$ cat config.mk
export PLATFORM = sky130hd
export DESIGN_NAME = program_loader
export DESIGN_NICKNAME = d
export VERILOG_FILES = /design/src/rtl/program_loader.sv
export SDC_FILE = /design/constraint.sdc
export NUM_CORES = 1
export LEC_CHECK = 0
export CAP_MARGIN = 20
export CORE_MARGIN = 4
export CORE_UTILIZATION = 48
export CTS_CLUSTER_SIZE = 24
export DETAILED_ROUTE_END_ITERATION = 10
export GPL_TIMING_DRIVEN = 0
export HOLD_SLACK_MARGIN = 0.15
export PLACE_DENSITY = 0.84
export SYNTH_ARGS = -nofsm -noshare
export SYNTH_HDL_FRONTEND = slang
export SYNTH_SLANG_ARGS = --single-unit
$ cat constraint.sdc
create_clock -name Clk -period 1.7 [get_ports Clk]
set_input_delay 0.51 -clock Clk [delete_from_list [all_inputs] [get_ports Clk]]
set_output_delay 0.51 -clock Clk [all_outputs]
set_load 0.01 [all_outputs]
$ cat src/rtl/program_loader.sv
// Streams words from a valid/ready source into program memory at consecutive
// addresses, holding Busy so fetch stays off memory, with word count and XOR sum.
module program_loader #(
  parameter int DataWidth = 8,
  parameter int AddrWidth = 8
) (
  input  logic                 Clk,
  input  logic                 Reset,
  input  logic                 Start,
  input  logic [AddrWidth-1:0] BaseAddr,
  input  logic [AddrWidth:0]   Length,
  input  logic [DataWidth-1:0] DIn,
  input  logic                 DIn_Valid,
  output logic                 DIn_Ready,
  output logic [AddrWidth-1:0] MEM_Addr,
  output logic [DataWidth-1:0] MEM_DOut,
  output logic                 MEM_WR_N,
  output logic                 Busy,
  output logic                 Done,
  output logic [AddrWidth:0]   Count,
  output logic [DataWidth-1:0] Checksum
);

  typedef enum logic [1:0] {
    IDLE,
    ACCEPT,
    WRITE,
    DONE
  } state_t;

  localparam logic [AddrWidth-1:0] AddrOne = AddrWidth'(1);
  localparam logic [AddrWidth:0]   CntOne  = (AddrWidth + 1)'(1);
  localparam logic [AddrWidth:0]   CntZero = '0;

  state_t state;
  state_t state_next;

  logic [AddrWidth:0]   remaining;
  logic [AddrWidth-1:0] addr;
  logic [DataWidth-1:0] data;

  always_ff @(posedge Clk or posedge Reset) begin
    if (Reset) state <= IDLE;
    else       state <= state_next;
  end

  always_comb begin
    state_next = state;
    unique case (state)
      IDLE: begin
        if (Start)
          state_next = (Length == CntZero) ? DONE : ACCEPT;
      end
      ACCEPT: begin
        if (DIn_Valid) state_next = WRITE;
      end
      WRITE: begin
        state_next = (remaining == CntOne) ? DONE : ACCEPT;
      end
      DONE: state_next = IDLE;
      default: state_next = IDLE;
    endcase
  end

  always_ff @(posedge Clk or posedge Reset) begin
    if (Reset) begin
      addr      <= '0;
      data      <= '0;
      remaining <= '0;
      Count     <= '0;
      Checksum  <= '0;
    end else begin
      unique case (state)
        IDLE: begin
          if (Start) begin
            addr      <= BaseAddr;
            remaining <= Length;
            Count     <= '0;
            Checksum  <= '0;
          end
        end
        ACCEPT: begin
          if (DIn_Valid) begin
            data     <= DIn;
            Checksum <= Checksum ^ DIn;
          end
        end
        WRITE: begin
          addr      <= addr + AddrOne;
          Count     <= Count + CntOne;
          remaining <= remaining - CntOne;
        end
        default: ;
      endcase
    end
  end

  // Every output is a decode of registered state; nothing passes straight through.
  assign DIn_Ready = (state == ACCEPT);
  assign MEM_WR_N  = (state != WRITE);
  assign Busy      = (state != IDLE);
  assign Done      = (state == DONE);
  assign MEM_Addr  = addr;
  assign MEM_DOut  = data;

endmodule
==> impl_metrics.ini, run 1 <==
[outcome]
status = complete, but fails checks
violations = negative setup slack

[worst_setup_path]
cp_max_fo = 4
r2r-start = state[1]
r2r_slack_ns = 0.10
end_kind = primary output
worst_setup_path_start_kind = register
required_ns = 1.19
rr_endpoint = MEM_Addr[0]
worstSetupPathType = reg -> out
cp_data_arrival_time_ns = 1.33
r2r_cells = 7

[timing]
fin_crit_ns = 1.84
rsz0062_at_grt = yes
clock.fmax_mhz = 545
hold_violations = 0
slew_viol_final = 0
fin_crit_sh = 1.08
layout_setup_ws_ns = -0.135
holdWs_ns = 0.368
final-setup-viol-count = 4
fin_skew_ns = 0.00266
tightest_slew_ns = 0.446
relSlewSlack = 0.700

[synth]
yosys_register_bits = 44
netlist_area_um2 = 2350
ys_warn_count = 0
synth_edf_count = 0
synth_top_area_frac = 0.468
async_flop_share = 1.00
syn_avg_cell_area_um2 = 9.22
synth_area_leaders = dfrtp_1 47%, nand2_1 5.6%, xor2_1 3.4%
syn_inst = 255
synth_common_cells = 44 x dfrtp_1, 35 x nand2_1, 17 x nor2_1
synth_most_common_cell = dfrtp_1
synth_seq_area_share = 0.468
synth_top_area_cell = dfrtp_1
yosysUniqueCellTypes = 48
synth_top_flop_cell = dfrtp_1
syn_nets = 288

[job]
maxCapViolCount = 0

[die]
initial_core_util = 0.498
dieHeight_um = 78.0
core-area_um2 = 4720
die_width_um = 78.0
rows = 25
dieArea_um2 = 6080
top_level_ports = 66

[power]
power.total_mw = 5.95
power_leakage_nw = 1.67
power.density_nw_per_um2 = 1730
ir_worst_vdd_uv = 730

[place]
gp_congestion = 0.874
port-buffer-count = 64
dp_hpwl_mm = 4.44

[cells_and_area]
antenna_cells = 0
nets = 382
final_core_util = 0.728
fillers = 335
area_delta_synth_final_pct = 46.4
register_area_um2 = 1100
multiInputGateArea_um2 = 1120
drive_above_1_share = 0.194

[global_route]
grt_pass1_wl_mm = 10.9
antenna_found_initial = 0
grt_max_degree = 44
grt_usage = 0.226
gr-total-overflow = 0
grt_pass1_vias = 2280

[detailed_routing]
final_antenna_net_count = 0
routed_wirelength_mm = 6.69
vias = 2355
post_drt_wl_per_cell_um = 16.0
vias_per_cell = 5.65
dr.pass1.iters = 4
drt_iter0_drc = 189
drc_errors = 0

[cts]
ctsHoldBuffers = 0
clk_latency_ns = 0.30
clockBufferDepth = 2
path_clk_slew_ns = 0.08
root_buffer = clkbuf_8
cts_inserted_buffers = 5
cts_max_level = 2
clkSinkCount = 44
cts_tree = done

[worst_hold_path]
hold_path.class = in -> async
-- stage by stage --
| stage | instances | worst slack (ns) | setup TNS [ns] | instance area [um^2] |
|---|---|---|---|---|
| after floorplan | 255 | 0.143 | 0 | 2350 |
| after global placement | 386 | -0.737 | -35.13 | 3080 |
| final | 417 | -0.135 | -0.298 | 3440 |
| after global routing | 417 | -0.176 | -0.470 | 3440 |
| after CTS | 413 | -0.131 | -0.330 | 3380 |
| after detailed placement | 387 | -0.552 | -2.97 | 3100 |
-- power breakdown --
part / internal (mW) / switching (mW) / leakage [nW]
sequential: 1.47 / 0.347 / 0.546
clock: 0.480 / 0.364 / 0.0614
combinational: 1.60 / 1.69 / 1.06
-- registers in the layout, summed over array words and instances, names as in the netlist --
signal	count
remaining	9
Count	9
Checksum	8
MEM_Addr	8
MEM_DOut	8
state	2
-- cell families after synthesis --
group / count (synthesis) / share of synthesized area
mux: 1 / 0.00426
xor+xnor: 9 / 0.0335
fa+ha+maj: 4 / 0.0213
buf+inv: 25 / 0.0607
simple gates: 103 / 0.226
compound gates: 69 / 0.186
flops: 44 / 0.468
-- worst max-delay path by stage --
stage	from	endpoint	slack, ns	depth (start not counted)
after floorplan	state[1]	Busy	0.14	3
after global placement	Reset	remaining[2]	-0.74	2
after detailed placement	state[1]	Done	-0.55	4
after CTS	state[1]	Busy	-0.13	4
after global routing	state[1]	Busy	-0.18	4
final	state[1]	Busy	-0.14	4
-- worst max-delay path: stages, from the launching register on --
cell       delay [ns]
dfrtp_1          0.41
buf_6            0.15
clkbuf_16        0.13
or2_4            0.22
buf_6            0.12
-- cells in the final DEF, fill, tap and decap left out, types with 3 or more instances in the layout --
cell and count:
dfrtp_1 41, nand2_1 35, dlygate4sd2_1 29, clkdlybuf4s50_1 27
buf_4 24, nor2_1 16, a21oi_1 15, nand3_1 12
o21ai_0 12, o22ai_1 11, buf_6 10, xor2_1 9
o21ai_1 7, nor3_1 7, o22a_1 7, buf_2 6
nand4_1 6, inv_1 6, clkbuf_8 6, a31oi_1 4
nor4_1 4, ha_1 4, dlymetal6s2s_1 4, dfrtp_2 3
and3_1 3, nor2b_1 3, o31ai_1 3
-- final cells by class --
type	count	area share
multi-input combinational	186	0.326
sequential	44	0.321
timing repair buffer	88	0.237
buffer	15	0.0440
tap	67	0.0244
clock buffer	6	0.0240
inverter	9	0.0120
clock inverter	2	0.0113
-- repair_timing --
item                       CTS  global route
setup buffers               19             4
pin swaps                    1             1
resized for setup           65            10
setup endpoints to repair   34            16
-- metal layers --
layer	wire, um	track usage	part of all wire	up-vias
met5	0	0	0	-
met4	152	0.0804	0.023	0
met3	491	0.0522	0.073	20
met2	3390	0.403	0.51	106
met1	2650	0.265	0.40	1121
li1	-	-	-	1108
Power figures use the tool's default switching activity.
==> inputs of run 2 (changes only) <==
CAP_MARGIN = 25   (was 20)
==> results of run 2 <==
Same layout as run 1: the final DEF is identical, and so are final timing and power.
==> inputs of run 3 (changes only) <==
CORE_ASPECT_RATIO = 2   (was not set)
==> run 3 against run 2 <==
Compared with the run above: global-route usage up 0.86 points; the run still ends with negative setup slack left; worst setup slack got worse by 0.019 ns; combinational power barely moved; highest routed layer unchanged; critical path type unchanged; critical endpoint unchanged; die area grew 1.1%; design area down 2.5%.
==> impl_metrics.ini, run 3 (synthesized netlist as in run 1, its figures left out) <==
[outcome]
status = complete, but fails checks
violations = negative setup slack

[cells_and_area]
nets = 379
final_area_um2 = 3360
fillers = 355
antenna_cells = 0
drive_above_1_share = 0.191
fin_cells = 401
area_delta_synth_final_pct = 42.7
reg.largest.list = Count (9), remaining (9)
final_cell_mix = 38 x dfrtp_1, 35 x nand2_1, 27 x clkdlybuf4s50_1, 27 x dlygate4sd2_1, 22 x buf_4
mostFrequentLayoutCell = dfrtp_1

[cts]
path_clk_slew_ns = 0.08
clk_latency_ns = 0.30
clkSinkCount = 44
cts_max_level = 2
root_buffer = clkbuf_8
cts_inserted_buffers = 5
clockBufferDepth = 2
cts_tree = done

[worst_setup_path]
crit_path_frequent_cell = buf_6
required_ns = 1.19
worstSetupPathType = reg -> out
cp_max_fo = 3
crit_buf_inv = 3
path_cells = buf_6 -> clkbuf_16 -> or2_4 -> buf_6
r2r_slack_ns = 0.06
cp_data_arrival_time_ns = 1.34
crit_slowest_cell = dfrtp_1
cp_top_family = flip-flops
worst_setup_path_start_kind = register
slowest_delay_ns = 0.42
end_kind = primary output

[global_route]
gr-total-overflow = 0
grt_pass1_wl_mm = 11.3
grt_usage = 0.235
grt_max_degree = 45
antenna_found_initial = 0
grt_pass1_vias = 2376

[worst_hold_path]
hold_path.class = reg -> reg

[detailed_routing]
final_antenna_net_count = 0
post_drt_wl_per_cell_um = 17.5
vias_per_cell = 5.84
routed_wirelength_mm = 7.01
vias = 2342
drt_iter0_drc = 83
drc_errors = 0
dr.pass1.iters = 4

[place]
dp_hpwl_mm = 4.88
place_inst = 375
gp_congestion = 0.959
placed_area_um2 = 3080
port-buffer-count = 64

[power]
ir_worst_vdd_uv = 1260
switching_power_mw = 2.43
power.density_nw_per_um2 = 1710
intPower_mw = 3.31
clock_power_share = 0.109
power_leakage_nw = 1.64
p_seq_frac = 0.321
combPwrFrac = 0.570
switching_share = 0.423
power.total_mw = 5.74

[timing]
clock.fmax_mhz = 539
holdWs_ns = 0.472
fin_crit_ns = 1.85
fin_skew_ns = 0.00502
fin_crit_sh = 1.09
layout_setup_ws_ns = -0.154
slew_viol_final = 0
relSlewSlack = 0.637
final-setup-viol-count = 4
rsz0062_at_grt = yes
tightest_slew_ns = 0.539
hold_violations = 0

[die]
top_level_ports = 66
dieHeight_um = 107
die_width_um = 57.5
initial_core_util = 0.502
rows = 35
dieArea_um2 = 6150
core-area_um2 = 4690

[job]
maxCapViolCount = 0
[run 3: cell count changes in the layout (fill, tap and decap cells not counted), sizes merged]
cell,before,now
bufinv,1,0
dlygate4sd2,29,27
dlymetal6s2s,4,6
buf,41,38
[run 3: path summary, 6_finish.rpt]
| check | from | end | cells after the start |
|---|---|---|---|
| min in group asynchronous | Reset | Count[0] | 3 |
| worst max-delay path | state[1] | Busy | 4 |
| worst max register to register | remaining[0] | remaining[8] | 6 |
| max in group asynchronous | Reset | MEM_Addr[0] | 3 |
| worst min register to register | MEM_DOut[7] | MEM_DOut[7] | 2 |
| worst min-delay path | MEM_DOut[7] | MEM_DOut[7] | 2 |
[run 3: metrics by stage]
stage                util  setup slack [ns]  TNS [ns]
floorplan               -             0.143         0
CTS                 0.706            -0.102    -0.202
detailed placement  0.657            -0.485     -3.19
global route        0.716            -0.163    -0.530
global placement    0.653            -0.720    -34.56
finish              0.716            -0.154    -0.404
[run 3: worst min-delay path, cell delays in order, from the launching register on]
cell	delay, ns
dfrtp_1	0.34
nand2_1	0.05
nand2_1	0.06
[run 3: power by group through the flow]
stage	combinational (mW)	sequential, mW	clock, mW
floorplan	1.57	1.98	0
global placement	2.76	1.92	0
detailed placement	2.84	1.94	0
CTS	3.20	1.82	0.627
global route	3.54	1.91	0.671
finish	3.28	1.84	0.625
[run 3: what timing repair did]
item	4_1_cts	5_1_grt
endpoints found under the hold margin	0	0
setup endpoints to repair	35	20
pin swaps	1	0
hold buffers	0	0
gates resized for setup	68	9
buffers inserted	18	3
[run 3: area by class of cell]
type / count / area [um^2] / area share
Sequential cell: 44 / 1110 / 0.330
Clock inverter: 1 / 5.00 / 0.00149
Timing Repair Buffer: 86 / 802 / 0.239
Multi-Input combinational cell: 186 / 1130 / 0.336
Buffer: 14 / 129 / 0.0384
Inverter: 9 / 41.3 / 0.0123
Tap cell: 55 / 68.8 / 0.0205
Clock buffer: 6 / 72.6 / 0.0216
[run 3: metal layers]
metal | wire, um | global-route usage
met3 | 315 | 0.0386
met4 | 256 | 0.131
met2 | 3970 | 0.426
met5 | 0 | 0
met1 | 2460 | 0.246
